===== src/rtl/axil_cmd_master.sv =====
// Byte-stream command frames in, single AXI4-Lite read/write out, response frame back.
// Frames: opcode, 4 address bytes, (4 data bytes for writes), all little-endian.
`timescale 1ns/1ps
module axil_cmd_master #(
    parameter int AXI_ADDR_WIDTH = 32,
    parameter int AXI_DATA_WIDTH = 32,
    parameter int FRAME_TIMEOUT  = 1000000
) (
    input  logic                        clk_i,
    input  logic                        rst_ni,
    input  logic [7:0]                  cmd_data_i,
    input  logic                        cmd_valid_i,
    output logic                        cmd_ready_o,
    output logic [7:0]                  rsp_data_o,
    output logic                        rsp_valid_o,
    input  logic                        rsp_ready_i,
    output logic                        busy_o,
    output logic [AXI_ADDR_WIDTH-1:0]   m_axi_awaddr,
    output logic [2:0]                  m_axi_awprot,
    output logic                        m_axi_awvalid,
    input  logic                        m_axi_awready,
    output logic [AXI_DATA_WIDTH-1:0]   m_axi_wdata,
    output logic [3:0]                  m_axi_wstrb,
    output logic                        m_axi_wvalid,
    input  logic                        m_axi_wready,
    input  logic [1:0]                  m_axi_bresp,
    input  logic                        m_axi_bvalid,
    output logic                        m_axi_bready,
    output logic [AXI_ADDR_WIDTH-1:0]   m_axi_araddr,
    output logic [2:0]                  m_axi_arprot,
    output logic                        m_axi_arvalid,
    input  logic                        m_axi_arready,
    input  logic [AXI_DATA_WIDTH-1:0]   m_axi_rdata,
    input  logic [1:0]                  m_axi_rresp,
    input  logic                        m_axi_rvalid,
    output logic                        m_axi_rready
);

    localparam logic [7:0]  OP_READ       = 8'h01;
    localparam logic [7:0]  OP_WRITE      = 8'h02;
    localparam logic [7:0]  RSP_BAD_OP    = 8'hEE;
    localparam logic [31:0] TIMEOUT_LIMIT = 32'(FRAME_TIMEOUT);
    localparam int          RSP_W         = AXI_DATA_WIDTH + 8;

    typedef enum logic [2:0] {
        S_IDLE,
        S_ADDR,
        S_DATA,
        S_AW_W,
        S_B,
        S_AR,
        S_R,
        S_RSP
    } state_t;

    state_t                     state_q,     state_d;
    logic                       is_write_q,  is_write_d;
    logic [1:0]                 byte_cnt_q,  byte_cnt_d;
    logic [AXI_ADDR_WIDTH-1:0]  addr_q,      addr_d;
    logic [AXI_DATA_WIDTH-1:0]  wdata_q,     wdata_d;
    logic [RSP_W-1:0]           rsp_buf_q,   rsp_buf_d;
    logic [2:0]                 rsp_left_q,  rsp_left_d;
    logic [31:0]                idle_cnt_q,  idle_cnt_d;
    logic                       aw_done_q,   aw_done_d;
    logic                       w_done_q,    w_done_d;

    logic cmd_fire;
    logic rsp_fire;

    assign cmd_ready_o   = (state_q == S_IDLE) || (state_q == S_ADDR) || (state_q == S_DATA);
    assign rsp_valid_o   = (state_q == S_RSP);
    // The response buffer shifts right per sent byte, so the current byte is always the LSB.
    assign rsp_data_o    = rsp_buf_q[7:0];
    assign busy_o        = (state_q != S_IDLE);

    assign m_axi_awaddr  = addr_q;
    assign m_axi_awprot  = 3'b000;
    assign m_axi_awvalid = (state_q == S_AW_W) && !aw_done_q;
    assign m_axi_wdata   = wdata_q;
    assign m_axi_wstrb   = 4'hF;
    assign m_axi_wvalid  = (state_q == S_AW_W) && !w_done_q;
    assign m_axi_bready  = (state_q == S_B);
    assign m_axi_araddr  = addr_q;
    assign m_axi_arprot  = 3'b000;
    assign m_axi_arvalid = (state_q == S_AR);
    assign m_axi_rready  = (state_q == S_R);

    assign cmd_fire = cmd_valid_i && cmd_ready_o;
    assign rsp_fire = rsp_valid_o && rsp_ready_i;

    always_comb begin
        state_d    = state_q;
        is_write_d = is_write_q;
        byte_cnt_d = byte_cnt_q;
        addr_d     = addr_q;
        wdata_d    = wdata_q;
        rsp_buf_d  = rsp_buf_q;
        rsp_left_d = rsp_left_q;
        idle_cnt_d = idle_cnt_q;
        aw_done_d  = aw_done_q;
        w_done_d   = w_done_q;

        case (state_q)
            S_IDLE: begin
                if (cmd_fire) begin
                    if ((cmd_data_i == OP_READ) || (cmd_data_i == OP_WRITE)) begin
                        is_write_d = (cmd_data_i == OP_WRITE);
                        byte_cnt_d = 2'd0;
                        idle_cnt_d = 32'd0;
                        state_d    = S_ADDR;
                    end else begin
                        rsp_buf_d  = {{AXI_DATA_WIDTH{1'b0}}, RSP_BAD_OP};
                        rsp_left_d = 3'd1;
                        state_d    = S_RSP;
                    end
                end
            end

            S_ADDR, S_DATA: begin
                if (cmd_fire) begin
                    idle_cnt_d = 32'd0;
                    byte_cnt_d = byte_cnt_q + 2'd1;
                    if (state_q == S_ADDR) begin
                        addr_d[{byte_cnt_q, 3'b000} +: 8] = cmd_data_i;
                    end else begin
                        wdata_d[{byte_cnt_q, 3'b000} +: 8] = cmd_data_i;
                    end
                    if (byte_cnt_q == 2'd3) begin
                        if (state_q == S_DATA) begin
                            aw_done_d = 1'b0;
                            w_done_d  = 1'b0;
                            state_d   = S_AW_W;
                        end else begin
                            state_d   = is_write_q ? S_DATA : S_AR;
                        end
                    end
                end else if (TIMEOUT_LIMIT != 32'd0) begin
                    // A stalled host loses its partial frame without any response.
                    if (idle_cnt_q + 32'd1 == TIMEOUT_LIMIT) begin
                        idle_cnt_d = 32'd0;
                        state_d    = S_IDLE;
                    end else begin
                        idle_cnt_d = idle_cnt_q + 32'd1;
                    end
                end
            end

            S_AW_W: begin
                aw_done_d = aw_done_q || m_axi_awready;
                w_done_d  = w_done_q  || m_axi_wready;
                if (aw_done_d && w_done_d) begin
                    state_d = S_B;
                end
            end

            S_B: begin
                if (m_axi_bvalid) begin
                    rsp_buf_d  = {{AXI_DATA_WIDTH{1'b0}}, 4'hA, 2'b00, m_axi_bresp};
                    rsp_left_d = 3'd1;
                    state_d    = S_RSP;
                end
            end

            S_AR: begin
                if (m_axi_arready) begin
                    state_d = S_R;
                end
            end

            S_R: begin
                if (m_axi_rvalid) begin
                    rsp_buf_d  = {m_axi_rdata, 4'hA, 2'b00, m_axi_rresp};
                    rsp_left_d = 3'd5;
                    state_d    = S_RSP;
                end
            end

            S_RSP: begin
                if (rsp_fire) begin
                    rsp_buf_d  = rsp_buf_q >> 8;
                    rsp_left_d = rsp_left_q - 3'd1;
                    if (rsp_left_q == 3'd1) begin
                        state_d = S_IDLE;
                    end
                end
            end

            default: begin
                state_d = S_IDLE;
            end
        endcase
    end

    always_ff @(posedge clk_i or negedge rst_ni) begin
        if (!rst_ni) begin
            state_q    <= S_IDLE;
            is_write_q <= 1'b0;
            byte_cnt_q <= 2'd0;
            addr_q     <= '0;
            wdata_q    <= '0;
            rsp_buf_q  <= '0;
            rsp_left_q <= 3'd0;
            idle_cnt_q <= 32'd0;
            aw_done_q  <= 1'b0;
            w_done_q   <= 1'b0;
        end else begin
            state_q    <= state_d;
            is_write_q <= is_write_d;
            byte_cnt_q <= byte_cnt_d;
            addr_q     <= addr_d;
            wdata_q    <= wdata_d;
            rsp_buf_q  <= rsp_buf_d;
            rsp_left_q <= rsp_left_d;
            idle_cnt_q <= idle_cnt_d;
            aw_done_q  <= aw_done_d;
            w_done_q   <= w_done_d;
        end
    end

endmodule


===== config.mk =====
export PLATFORM = sky130hd
export DESIGN_NAME = axil_cmd_master
export DESIGN_NICKNAME = d
export VERILOG_FILES = /design/src/rtl/axil_cmd_master.sv
export SDC_FILE = /design/constraint.sdc
export NUM_CORES = 1
export LEC_CHECK = 0
export CAP_MARGIN = 30
export CORE_ASPECT_RATIO = 1.4
export CORE_UTILIZATION = 45
export CTS_BUF_LIST = sky130_fd_sc_hd__clkbuf_8
export DETAILED_ROUTE_END_ITERATION = 10
export PLACE_DENSITY = 0.72
export SLEW_MARGIN = 40
export SYNTH_ARGS = -nofsm -noshare
export SYNTH_HDL_FRONTEND = slang
export SYNTH_SLANG_ARGS = --single-unit

===== constraint.sdc =====
create_clock -name clk_i -period 5.45 [get_ports clk_i]
set_input_delay 0.8175 -clock clk_i [delete_from_list [all_inputs] [get_ports clk_i]]
set_output_delay 0.8175 -clock clk_i [all_outputs]
set_load 0.05 [all_outputs]

---- Yosys cells after proc, flatten, opt, wreduce, memory -nomap -nowiden ----
Index checks and enable logic that the tools add are counted.
storage, ports and cells
  input port bits ......................... 53
  output and inout bits ................... 122
  flip-flop bits (word level) ............. 147
operators by class
  mux-type cells .......................... 42
  add/subtract/negate cells ............... 4
  shift operators ......................... 2
  equal/unequal tests ..................... 26
  bitwise gates (word level) .............. 1
  reductions and logical operators ........ 26
operator list
  operator                  count
  $mux W40                  5
  $pmux W40 S4              1
  $mux W32                  4
  $bwmux W32                2
  $pmux W32 S2              1
  $mux W3                   18
  $add A32 B1 Y32 const B   1
  $eq A32 B20 Y1 const B    1
  $shift A8 B7 Y32 const A  1
  $shiftx A8 B7 Y32         1
  $pmux W3 S7               1
  $ne A2 B2 Y1 const B      7
  $eq A3 B3 Y1 const B      4
  $pmux W3 S4               1
  $reduce_and A3 Y1         4
  $ne A2 B1 Y1 const B      5
  $reduce_and A9 Y1         1
  $eq A8 B1 Y1 const B      1
  $eq A8 B2 Y1 const B      1
  $reduce_and A4 Y1         2
  $neg A5 Y7                1
  $eq A3 B1 Y1 const B      2
  $eq A3 B2 Y1 const B      2
  $mux W2                   3
  other kinds (17)          31

---- Depth between registers and ports, before layout ----
Gate-level depths: netlist of run 1.
  depth after elaboration ................. 6
  mapped depth ............................ 11
  depth with buffers taken out ............ 9

---- Worst setup path before layout of run 1 ----
No wires, ideal clock.
  path kind ............................... reg-to-output
  from .................................... register state_q[0]
  to ...................................... output m_axi_bready
  data arrival time ....................... 1907 ps
  cell stages (with the launch flop) ...... 4
  setup slack ............................. 2726 ps
  required time ........................... 4633 ps
  buffers on the path ..................... 2
  cell sequence ........................... dfrtp_1 clkbuf_1 clkbuf_1 nor3_1
between the ends
  longest elaborated chain between the ends .. 1
RTL lines
  item                      line  source
  start: declaration        56    state_t state_q, state_d;
  start signal: assignment  207   state_q <= state_d;
  $eq A3 B3 Y1              82    assign m_axi_bready = (state_q == S_B);
  end: declaration          28    output logic m_axi_bready,
No other way between the ends.

---- Final worst setup path of run 1 ----
  from .................................... register state_q[0]
  to ...................................... output rsp_valid_o
between the ends
  longest elaborated chain between the ends .. 1
RTL lines
  item              line  source
  $eq A3 B3 Y1      71    assign rsp_valid_o = (state_q == S_RSP);
  end: declaration  15    output logic rsp_valid_o,
No other way between the ends.

==> metrics list, run 1 <==
* Final min period: 3.84 ns
- STA classifies the critical path startpoint as a register.
* Number of DRC markers in iteration 0: 477
* Static leakage power: 3.98 nW
- After detailed routing, the average wire length per cell comes to 16.4 microns.
- The hold violation total from the final report is 0.
- The initial antenna violation count is 0.
* IO Count: 175
- Of the post-synthesis cell area, the dominant cell type holds 0.477.
- Detailed placement finished with a half-perimeter wire length of 13900 microns.
- Detailed Routing Iterations Pass 1: 5
- Synthesis inferred 147 register bits.
* Transition time of the tightest slew-check pin: 0.728 ns
* Post-synthesis average cell area: 8.79 sq um
- Clock tree synthesis selected as its root buffer the cell clkbuf_8.
- From synthesis to final layout, the design area changed by 23.7%.
- Dividing total power by cell area gives a power density of 572 nW/um^2.
* Placer's final routability congestion estimate: 0.863
- 0 antenna diodes ended up in the layout.
- Worst IR Drop VDD: 0.216 mV
* Clock slew at reported path FFs: 0.10 ns
* Number of maximum-capacitance constraint violations: 0
- Prevailing post-synth register cell: dfrtp_1
- Setup violations remaining at the end of the flow were counted as 0.
- Synthesized instance count: 878
* Total gr overflow: 0
- Type of the tightest min-delay check: in2async
- The synthesized design spends more area on one cell type than any other, namely dfrtp_1.
- Global Route met3 Usage: 0.0350
* Met1 usage: 0.273
* Clock Skew: 0.0150 ns
* GRT Total Usage: 0.228
- In this run the most used layer during global routing was met2.
* Clk buf depth: 2
- Final clock period utilization by the worst path: 0.704
- The routed design has 19400 microns of wire.
- Aggregate negative setup slack: 0 ns
- Required time of the critical path: 4.63 ns
- From left edge to right edge, the die measures 113 microns.
- After clock tree synthesis, the setup repair step added 0 buffers.
* CTS tree: built
* Final Util: 0.570
* Depth of the CTS H-tree: 4
- Biggest fanout along the worst timing path: 26
* Arr. time, crit path: 3.02 ns
- By area the synthesized netlist is led by dfrtp_1 48%, nand2_1 9.0%, o21ai_0 6.9%.
- Type of element capturing the critical path: output pin
- Of all flip-flops after synthesis, the portion carrying an async set or reset was 1.00.
- Syn. warnings: 0
- In this run the remaining antenna-violating nets after routing total 0.
- Routed vias: 6563
- Entering global routing, the biggest net connects 97 pins.
- In this run, synthesis inferred 0 flip-flops with an integrated enable.
- Std cell rows: 56
- Part of the Yosys area used for sequential elements: 0.477
- The die covers 17700 sq um.
* Port-buffer cells: 164
* Most frequently used cell type in the post-synthesis netlist: nand2_1
* Post-synth design cell area: 7710 sq um
- Most used standard cells in the synthesized netlist: 185 x nand2_1, 147 x dfrtp_1, 106 x o21ai_0, 54 x buf_4, 41 x clkbuf_1
- The floorplan step defined a core boundary enclosing 16700 sq um.
- Setup repair after global routing missed its margin: no
- The via count of the first global-routing pass was 6269.
- Final-report max-slew violation count: 0
- Post-CTS Hold Fix Bufs: 0
- Final hold analysis gives a worst-case slack of 0.371 ns.
* Clock buffer count from CTS: 17
- At the end of the flow, the number of nets in the layout was 1033.
- Floorplan die height: 157 microns
- Timing would allow up to 261 MHz.
* Routed via count divided by cell count: 5.52
* Starting density of the core: 0.461
- The flow ran to the end, and the final reports show no timing, DRC or antenna violations.
* Share of final-layout standard cells stronger than drive strength 1: 0.0670
- The worst pin sits at a relative slew slack of 0.514.
- In the global route stage, met2 resource usage came out at 0.408.
- # DRC: 0
- Counting distinct cell types in the post-synthesis netlist gives 67.
- The setup path with the least slack is of type reg2out.
* First-pass GRT wire length: 31900 microns
- Counting every sink on the clock net gives 147.
- Summing internal, switching and leakage power gives 5.45 mW.
- Gates resized during post-CTS repair numbered 0.
- The later pin in the worst-skew pair is clocked with a latency of 0.45 ns.
[state kept, by name, summed over array words and instances, names as in the netlist]
name          cells
rsp_left_q        3
byte_cnt_q        2
state_q           3
rsp_buf_q        40
m_axi_araddr     32
idle_cnt_q       32
is_write_q        1
aw_done_q         1
w_done_q          1
m_axi_wdata      32
[routing by layer]
layer,up-vias,share of wire
li1,3224,-
met5,-,0
met3,37,0.036
met4,0,0.023
met2,218,0.52
met1,3084,0.42
[final cells by class]
cell class	instances	area (sq um)
Clock inverter	15	140
Inverter	16	60.1
Fill cell	1516	7200
Multi-Input combinational cell	616	3430
Clock buffer	17	234
Timing Repair Buffer	174	1750
Sequential cell	147	3680
Tap cell	203	254
[logic make-up after synthesis]
group	Yosys count	share of synthesized area
AOI/OAI and AO/OA	225	0.181
xor gates and xnor gates	8	0.00908
adders and majority gates	8	0.0130
buffers and inverters	123	0.0887
DFF	147	0.477
muxes	8	0.0112
other	2	0.000974
and+or+nand+nor	357	0.219
[layout by cell type, fill, tap and decap left out, types with 16 or more instances in the layout]
master,count
nand2_1,184
clkdlybuf4s50_1,163
dfrtp_1,147
o21ai_0,106
nor2_1,37
nand3_1,37
a22oi_1,24
a21oi_1,22
nor3_1,17
clkbuf_8,17
inv_1,16
a22o_1,16
[power breakdown]
group | switching [mW] | internal, mW
combinational | 1.97 | 0.959
clock | 0.481 | 0.337
sequential | 0.289 | 1.42
total | 2.74 | 2.71
[through the flow]
step	instances	setup slack [ns]	instance area, sq um
after floorplan	886	2.73	7740
after global placement	1154	1.77	9090
after detailed placement	1156	2.09	9160
after CTS	1188	1.59	9530
after global routing	1188	1.46	9540
final	1188	1.61	9540
[worst max-delay path, cell delays in order (launching register included)]
cell             delay (ns)
dfrtp_1                0.81
and2_1                 0.39
nand2_1                0.14
clkinv_1               0.07
buf_4                  0.28
clkdlybuf4s50_1        0.86
[worst paths after layout]
path,start,to,cells past startpoint,slack (ns)
max in group asynchronous,rst_ni,rsp_left_q[0],2,3.86
worst min-delay path,rst_ni,m_axi_wdata[20],1,0.37
worst max-delay path,state_q[0],rsp_valid_o,5,1.61
worst min register to register,rsp_buf_q[1],rsp_buf_q[1],1,0.49
min in group clk_i,rsp_buf_q[1],rsp_buf_q[1],1,0.49
worst max register to register,idle_cnt_q[6],state_q[1],9,2.09
Note: power is estimated with default switching activity, not from simulation.
==> run 2, diff against run 1 <==
==> constraint.sdc (replaced) <==
create_clock -name clk_i -period 3.6 [get_ports clk_i]
set_input_delay 0.54 -clock clk_i [delete_from_list [all_inputs] [get_ports clk_i]]
set_output_delay 0.54 -clock clk_i [all_outputs]
set_load 0.05 [all_outputs]
==> run 2 against run 1 <==
Combinational power grew 51%. Final area grew 1.5%. Clock power grew 61%. Clock skew grew 0.0058 ns. Highest routed layer unchanged. Count of clock-buffer cells in the layout grew 2. Non-clock buffer count grew 17. Hold slack gained 0.11 ns. Sequential power grew 50%. Die area is the same.
==> metrics list, run 2 (synthesis gave the netlist of run 1 again) <==
- Maximum clock frequency: 314 MHz
- CTS tree: built (unchanged)
- The first-pass GRT wire length is 32000 microns (was 31900 microns).
- Port-buffer cells: 164 (unchanged)
- The final weighted congestion in routability-driven placement was 0.937 (was 0.863).
- The slowest stage cell on the critical path is clkdlybuf4s50_1 (unchanged).
- Final-report setup violation count: 0 (unchanged)
* Largest register FFs: 40 (unchanged)
- The library cell used as clock root buffer is clkbuf_8 (unchanged).
* Final-report max-slew violation count: 0 (unchanged)
* Final net count: 1050 (was 1033)
- Number of DRC markers in iteration 0: 658 (was 477)
* DIE WIDTH: 113 microns (unchanged)
* Number of antenna violations at the first check in global routing: 0 (unchanged)
* Type of the tightest min-delay check: reg2reg (was in2async)
- The post-CTS setup buffer count is 0 (unchanged).
- Most common library cell in the layout ignoring fill and taps: nand2_1 (unchanged)
- The residual overflow from global routing was 0 (unchanged).
- Total routed wirelength: 19500 microns (was 19400 microns)
- Final min period: 3.18 ns
- Most frequent cells in the layout: 185 x nand2_1, 163 x clkdlybuf4s50_1, 147 x dfrtp_1 (was 184 x nand2_1, 163 x clkdlybuf4s50_1, 147 x dfrtp_1)
- HPWL Detailed: 14100 microns (was 13900 microns)
- The first-pass iteration count of the detailed router is 5 (unchanged).
- The count of filler cells inserted in the layout came to 1459 (was 1516).
- Area of the core: 16700 sq um (unchanged)
* Std cell rows: 56 (unchanged)
- The register clock-pin slew on the reported worst setup and hold paths is 0.08 ns (was 0.10 ns).
- Routed vias: 6796 (was 6563)
* Finished layout cell area: 9690 sq um (was 9540 sq um)
- The die height came to 157 microns (unchanged).
* Arr. time, crit path: 2.64 ns (was 3.02 ns)
- Setup repair after global routing missed its margin: no (unchanged).
- IO Count: 175 (unchanged)
- Aggregate negative setup slack: 0 ns (unchanged)
- The relative slew slack was 0.627 (was 0.514).
- Critical-path cell list: inv_1 > nor2_2 > clkdlybuf4s50_1 (was and2_1 > nand2_1 > clkinv_1 > buf_4 > clkdlybuf4s50_1)
* Clk buf depth: 2 (unchanged)
- The clock net sink count was 147 (unchanged).
* Type of element capturing the critical path: output pin (unchanged)
- Depth of the CTS H-tree: 4 (unchanged)
- Top reg by flops: rsp_buf_q (unchanged)
* Static leakage power: 4.06 nW (was 3.98 nW)
- Starting density of the core: 0.461 (unchanged)
* Share of final-layout standard cells stronger than drive strength 1: 0.0768 (was 0.0670)
- The final total power is 8.29 mW (was 5.45 mW).
- Remaining antenna violation count: 0 (unchanged)
* Ant diodes: 0 (unchanged)
- Via count of the first global-routing pass: 6284 (was 6269)
* Routed via count divided by cell count: 5.64 (was 5.52)
- The hold violation total from the final report came to 0 (unchanged).
- # DRC: 0 (unchanged)
* Worst IR Drop VDD: 0.528 mV (was 0.216 mV)
- Required time of the critical path: 3.06 ns (was 4.63 ns)
- The slew at the pin with the worst max-slew slack is 0.559 ns (was 0.728 ns).
- The kind of critical path is reg2out (unchanged).
* Largest net degree at the start of global routing: 82 (was 97)
- Final clock period utilization by the worst path: 0.884
* Post-placement cell area: 9270 sq um (was 9160 sq um)
- The highest net fanout along the worst path was 16 (was 26).
- Clock buffer count from CTS: 17 (unchanged)
- The aggregate global-route resource usage is 0.229 (was 0.228).
* Result of the run: finished clean (unchanged)
* Worst setup SP type: register (unchanged)
- The floorplan die area was 17700 sq um (unchanged).
* PwrDens: 856 nW/um^2 (was 572 nW/um^2)
- The max-cap violation count was 0 (unchanged).
- Area delta synth->final: 25.6% (was 23.7%)
* Largest stage delay on the critical path: 0.85 ns (was 0.86 ns)
- The clock latency on the worst-skew pair was 0.45 ns (about the same).
- Average wire per standard cell: 16.2 microns (was 16.4 microns)
- Clock Skew: 0.0208 ns (was 0.0150 ns)
* Flop2flop setup slack: 0.49 ns (was 2.09 ns)
* Final Util: 0.578 (was 0.570)
## run 2: cell count changes in the layout (fill, tap and decap cells not counted), moves of 2 or more
cell,before,now
nor3_1,17,19
nor3b_2,2,0
buf_12,0,2
clkbuf_8,17,19
clkinvlp_4,0,3
buf_4,8,23
buf_8,2,0
nor3_2,4,2
nor3b_1,1,3
## run 2: path summary, 6_finish.rpt
path                                      start               end  cells past startpoint
max in group asynchronous                rst_ni  m_axi_araddr[13]                      4
worst max-delay path                 state_q[2]      m_axi_rready                      3
min in group asynchronous                rst_ni   m_axi_wdata[20]                      2
worst min-delay path            m_axi_wdata[28]   m_axi_wdata[28]                      2
worst max register to register    idle_cnt_q[6]     idle_cnt_q[7]                      9
worst min register to register  m_axi_wdata[28]   m_axi_wdata[28]                      2
## run 2: stage by stage
stage | hold slack [ns] | std cells | setup slack, ns
after floorplan | 0.244 | 886 | 1.05
after global placement | 0.461 | 1171 | 0.655
after detailed placement | 0.450 | 1172 | 0.573
after CTS | 0.487 | 1205 | 0.421
after global routing | 0.515 | 1205 | 0.270
final | 0.483 | 1205 | 0.416
## run 2: cell type report
class	instances	area (sq um)	share of cell area
repair buffers	191	1890	0.195
clock buffers	19	262	0.0270
inverters	16	60.1	0.00620
clock inverters	13	139	0.0143
well taps	203	254	0.0262
multi-input cells	616	3400	0.351
flip-flops and latches	147	3680	0.380
## run 2: what timing repair did
item / 4_1_cts / 5_1_grt
gates resized for setup: 0 / 0
setup endpoints to repair: 0 / 0
hold endpoints to repair: 33 / 0
hold buffers: 1 / 0
## run 2: worst max-delay path: cells and delay by family, from the launching register on
family / cells / cell delay, ns
buffers and inverters: 2 / 1.20
and+or+nand+nor: 1 / 0.30
DFF: 1 / 0.70
## run 2: layer usage
layer	vias to the layer above	global-route usage	part of all wire
li1	3253	-	-
met1	3206	0.281	0.41
met2	287	0.394	0.50
met3	50	0.0393	0.051
met4	0	0.106	0.034
met5	-	0	0
## run 2: power breakdown
group | switching [mW] | leakage, nW | internal (mW) | total (mW)
Combinational | 2.96 | 1.89 | 1.45 | 4.41
Clock | 0.711 | 0.195 | 0.607 | 1.32
Sequential | 0.412 | 1.98 | 2.15 | 2.56
==> run 3, diff against run 2 <==
--- a/config.mk
+++ b/config.mk
@@ -6,11 +6,13 @@
 export NUM_CORES = 1
 export LEC_CHECK = 0
 export CAP_MARGIN = 30
+export CELL_PAD_IN_SITES_DETAIL_PLACEMENT = 1
+export CELL_PAD_IN_SITES_GLOBAL_PLACEMENT = 1
 export CORE_ASPECT_RATIO = 1.4
-export CORE_UTILIZATION = 45
+export CORE_UTILIZATION = 39
 export CTS_BUF_LIST = sky130_fd_sc_hd__clkbuf_8
 export DETAILED_ROUTE_END_ITERATION = 10
-export PLACE_DENSITY = 0.72
+export PLACE_DENSITY = 0.82
 export SLEW_MARGIN = 40
 export SYNTH_ARGS = -nofsm -noshare
 export SYNTH_HDL_FRONTEND = slang
==> run 3 against run 2 <==
Hold slack worse by 0.39 ns. Count of clock-buffer cells in the layout down 2. Largest power group unchanged. Highest routed layer unchanged. Via count up 2.4%. Critical endpoint is now idle_cnt_q[12].
==> metrics list, run 3 (synthesis gave the netlist of run 1 again) <==
- Area of the core: 19300 sq um (was 16700 sq um)
- The reg-to-reg critical path startpoint is idle_cnt_q[6] (unchanged).
- The cell area power density is 867 nW/um^2 (was 856 nW/um^2).
- Final clock period utilization by the worst path: 0.887 (was 0.884)
- Slowest cell on crit path: dfrtp_1 (was clkdlybuf4s50_1)
* Routed via count divided by cell count: 5.54 (was 5.64)
- The first-pass iteration count of the detailed router is 4 (was 5).
- The internal portion of total power came to 4.20 mW (about the same).
- Most common library cell in the layout ignoring fill and taps: nand2_1 (unchanged)
- The clock net sink count was 147 (unchanged).
- The slew at the pin with the worst max-slew slack is 0.736 ns (was 0.559 ns).
* Required time of the critical path: 3.92 ns (was 3.06 ns)
- The clock share of power came to 0.161 (was 0.159).
- Floorplan die height: 168 microns (was 157 microns)
- The layer with the highest usage is met2 (unchanged).
- Switching power: 4.25 mW (was 4.09 mW)
- The number of levels in the clock H-tree came to 4 (unchanged).
- Setup repair after global routing missed its margin: no (unchanged)
* Critical-path cell list: and3_1 > nand4_4 > nor4b_2 > mux2i_1 > o21ai_0 > nor4_2 > buf_4 > nand2b_1 > o311ai_0 (was inv_1 > nor2_2 > clkdlybuf4s50_1)
- Final hold violations: 0 (unchanged)
* Placer's final routability congestion estimate: 0.907 (was 0.937)
* FILL cells: 2248 (was 1459)
* Maximum clock frequency: 313 MHz (was 314 MHz)
- The number of hold buffers added after cts was 0 (was 1).
- The kind of capture point of the worst setup path is a register (was output pin).
* Port-buffer cells: 164 (unchanged)
- Share of final-layout standard cells stronger than drive strength 1: 0.0834 (was 0.0768)
- The floorplan die area was 20400 sq um (was 17700 sq um).
- Clock latency on the worst-skew pair: 0.47 ns (was 0.45 ns)
- The average wire per standard cell came to 18.2 microns (was 16.2 microns).
- The residual overflow from global routing came to 0 (unchanged).
- The aggregate global-route resource usage is 0.234 (was 0.229).
- Worst IR Drop VDD: 0.276 mV (was 0.528 mV)
- The largest stage delay on the critical path was 0.48 ns (was 0.85 ns).
* Number of cell instances on the worst register-to-register path: 9 (unchanged)
- Global Route met3 Usage: 0.0362 (was 0.0393)
* Result of the run: finished clean (unchanged)
- Largest net degree at the start of global routing: 80 (was 82)
* Number of antenna violations at the first check in global routing: 0 (unchanged)
- Most frequent cells in the layout: 185 x nand2_1, 163 x clkdlybuf4s50_1, 147 x dfrtp_1 (unchanged)
- First-pass GRT wire length: 37400 microns (was 32000 microns)
- The maximum root-to-sink buffer count was 2 (unchanged).
* Biggest fanout along the worst timing path: 10 (was 16)
- The net switching fraction of the power came to 0.503 (was 0.493).
- The post-CTS setup buffer count came to 0 (unchanged).
- Resized cells post-CTS: 0 (unchanged)
- Worst setup SP type: register (unchanged)
* Arr. time, crit path: 3.51 ns (was 2.64 ns)
- Via count of the first global-routing pass: 7178 (was 6284)
- Pre-CTS setup slack: 0.395 ns (was 0.573 ns)
* Aggregate negative setup slack: 0 ns (unchanged)
* Routed vias: 6956 (was 6796)
* Clock slew at reported path FFs: 0.10 ns (was 0.08 ns)
- The reg-to-reg setup timing slack was 0.41 ns (was 0.49 ns).
- Met2 usage: 0.435 (was 0.394)
- Ant diodes: 0 (unchanged)
* Final-report setup violation count: 0 (unchanged)
- The initial core utilization is 0.400 (was 0.461).
- The total placed instance area came to 9330 sq um (was 9270 sq um).
- Area delta synth->final: 26.4% (was 25.6%)
- The minimum setup slack in the final design is 0.407 ns (was 0.416 ns).
* CTS tree: built (unchanged)
- The worst clock skew is 0.0183 ns (was 0.0208 ns).
- Final-report max-slew violation count: 0 (unchanged)
- Worst Hold Margin: 0.0912 ns (was 0.483 ns)
- Number of maximum-capacitance constraint violations: 0 (unchanged)
- Std cell rows: 60 (was 56)
- HPWL Detailed: 16900 microns (was 14100 microns)
- Number of non-filler instances in the completed layout: 1255 (was 1205)
- The combinational share of power is 0.537 (was 0.532).
- The minimum clock period came to 3.19 ns (was 3.18 ns).
- The flip-flop count of the largest register after layout was 40 (unchanged).
- Worst reg2reg endpoint: idle_cnt_q[12] (was idle_cnt_q[7])
* Remaining antenna violation count: 0 (unchanged)
- The critical path's top delay family is simple AND/OR/NAND/NOR gates (was buffers and inverters).
- The final instance area came to 9750 sq um (was 9690 sq um).
- The die width was 121 microns (was 113 microns).
- The leakage power summed over all cells is 4.08 nW (was 4.06 nW).
- The library cell used as clock root buffer was clkbuf_8 (unchanged).
* Kind of critical path: reg2reg (was reg2out)
- The number of buffers inserted during clock tree synthesis came to 17 (unchanged).
- The register share of total power was 0.302 (was 0.309).
* Crit path depth: 9 (was 3)
* Number of DRC markers in iteration 0: 273 (was 658)
- The relative slew slack was 0.509 (was 0.627).
* IO Count: 175 (unchanged)
- The number of remaining DRC errors is 0 (unchanged).
- The number of buffers and inverters on the critical path came to 1 (was 2).
- The final net count came to 1055 (was 1050).
* Count of placed standard cells including taps: 1223 (was 1172)
* Top reg by flops: rsp_buf_q (unchanged)
* Type of the tightest min-delay check: in2async (was reg2reg)
- The routing usage on met1 was 0.259 (was 0.281).
- The total wirelength of the detailed-routed design was 22800 microns (was 19500 microns).
run 3: worst reg2reg max path: stages (launching register included):
cell and delay, ns:
dfrtp_1 0.48, and3_1 0.40, nand4_4 0.24, nor4b_2 0.45, mux2i_1 0.21, o21ai_0 0.15, nor4_2 0.37, buf_4 0.24
nand2b_1 0.32, o311ai_0 0.17
run 3: area by class of cell:
type	instances	area [sq um]	share of cell area
clock buffer	17	234	0.0240
sequential	147	3680	0.377
inverter	16	60.1	0.00616
timing repair buffer	196	1880	0.193
tap	248	310	0.0318
multi-input combinational	616	3400	0.349
clock inverter	15	179	0.0184
run 3: power groups by stage:
stage,combinational [mW],sequential (mW),clock (mW)
5_1_grt,4.87,2.63,1.46
6_report,4.54,2.55,1.36
2_1_floorplan,2.48,3.27,0
3_3_place_gp,4.48,2.55,0
4_1_cts,4.58,2.56,1.40
3_5_place_dp,4.56,2.59,0
run 3: worst max path at each step:
stage                        from             end  slack [ns]
finish              idle_cnt_q[6]  idle_cnt_q[12]        0.41
CTS                 idle_cnt_q[5]  idle_cnt_q[12]        0.40
global route        idle_cnt_q[6]   idle_cnt_q[7]        0.14
global placement    idle_cnt_q[5]   idle_cnt_q[5]        0.53
detailed placement  idle_cnt_q[5]  idle_cnt_q[12]        0.39
floorplan           idle_cnt_q[0]      state_q[1]        1.05
run 3: metrics by stage:
stage	power [mW]	util
6_report	8.45	0.505
5_1_grt	8.96	0.505
4_1_cts	8.53	0.505
3_5_place_dp	7.15	0.484
3_3_place_gp	7.02	0.484
2_1_floorplan	5.75	-
run 3: per-layer routing:
layer  wire length, microns  vias to the layer above
met5                      0                        -
met2                  12300                      215
li1                       -                     3263
met3                    801                       59
met1                   8890                     3419
met4                    809                        0
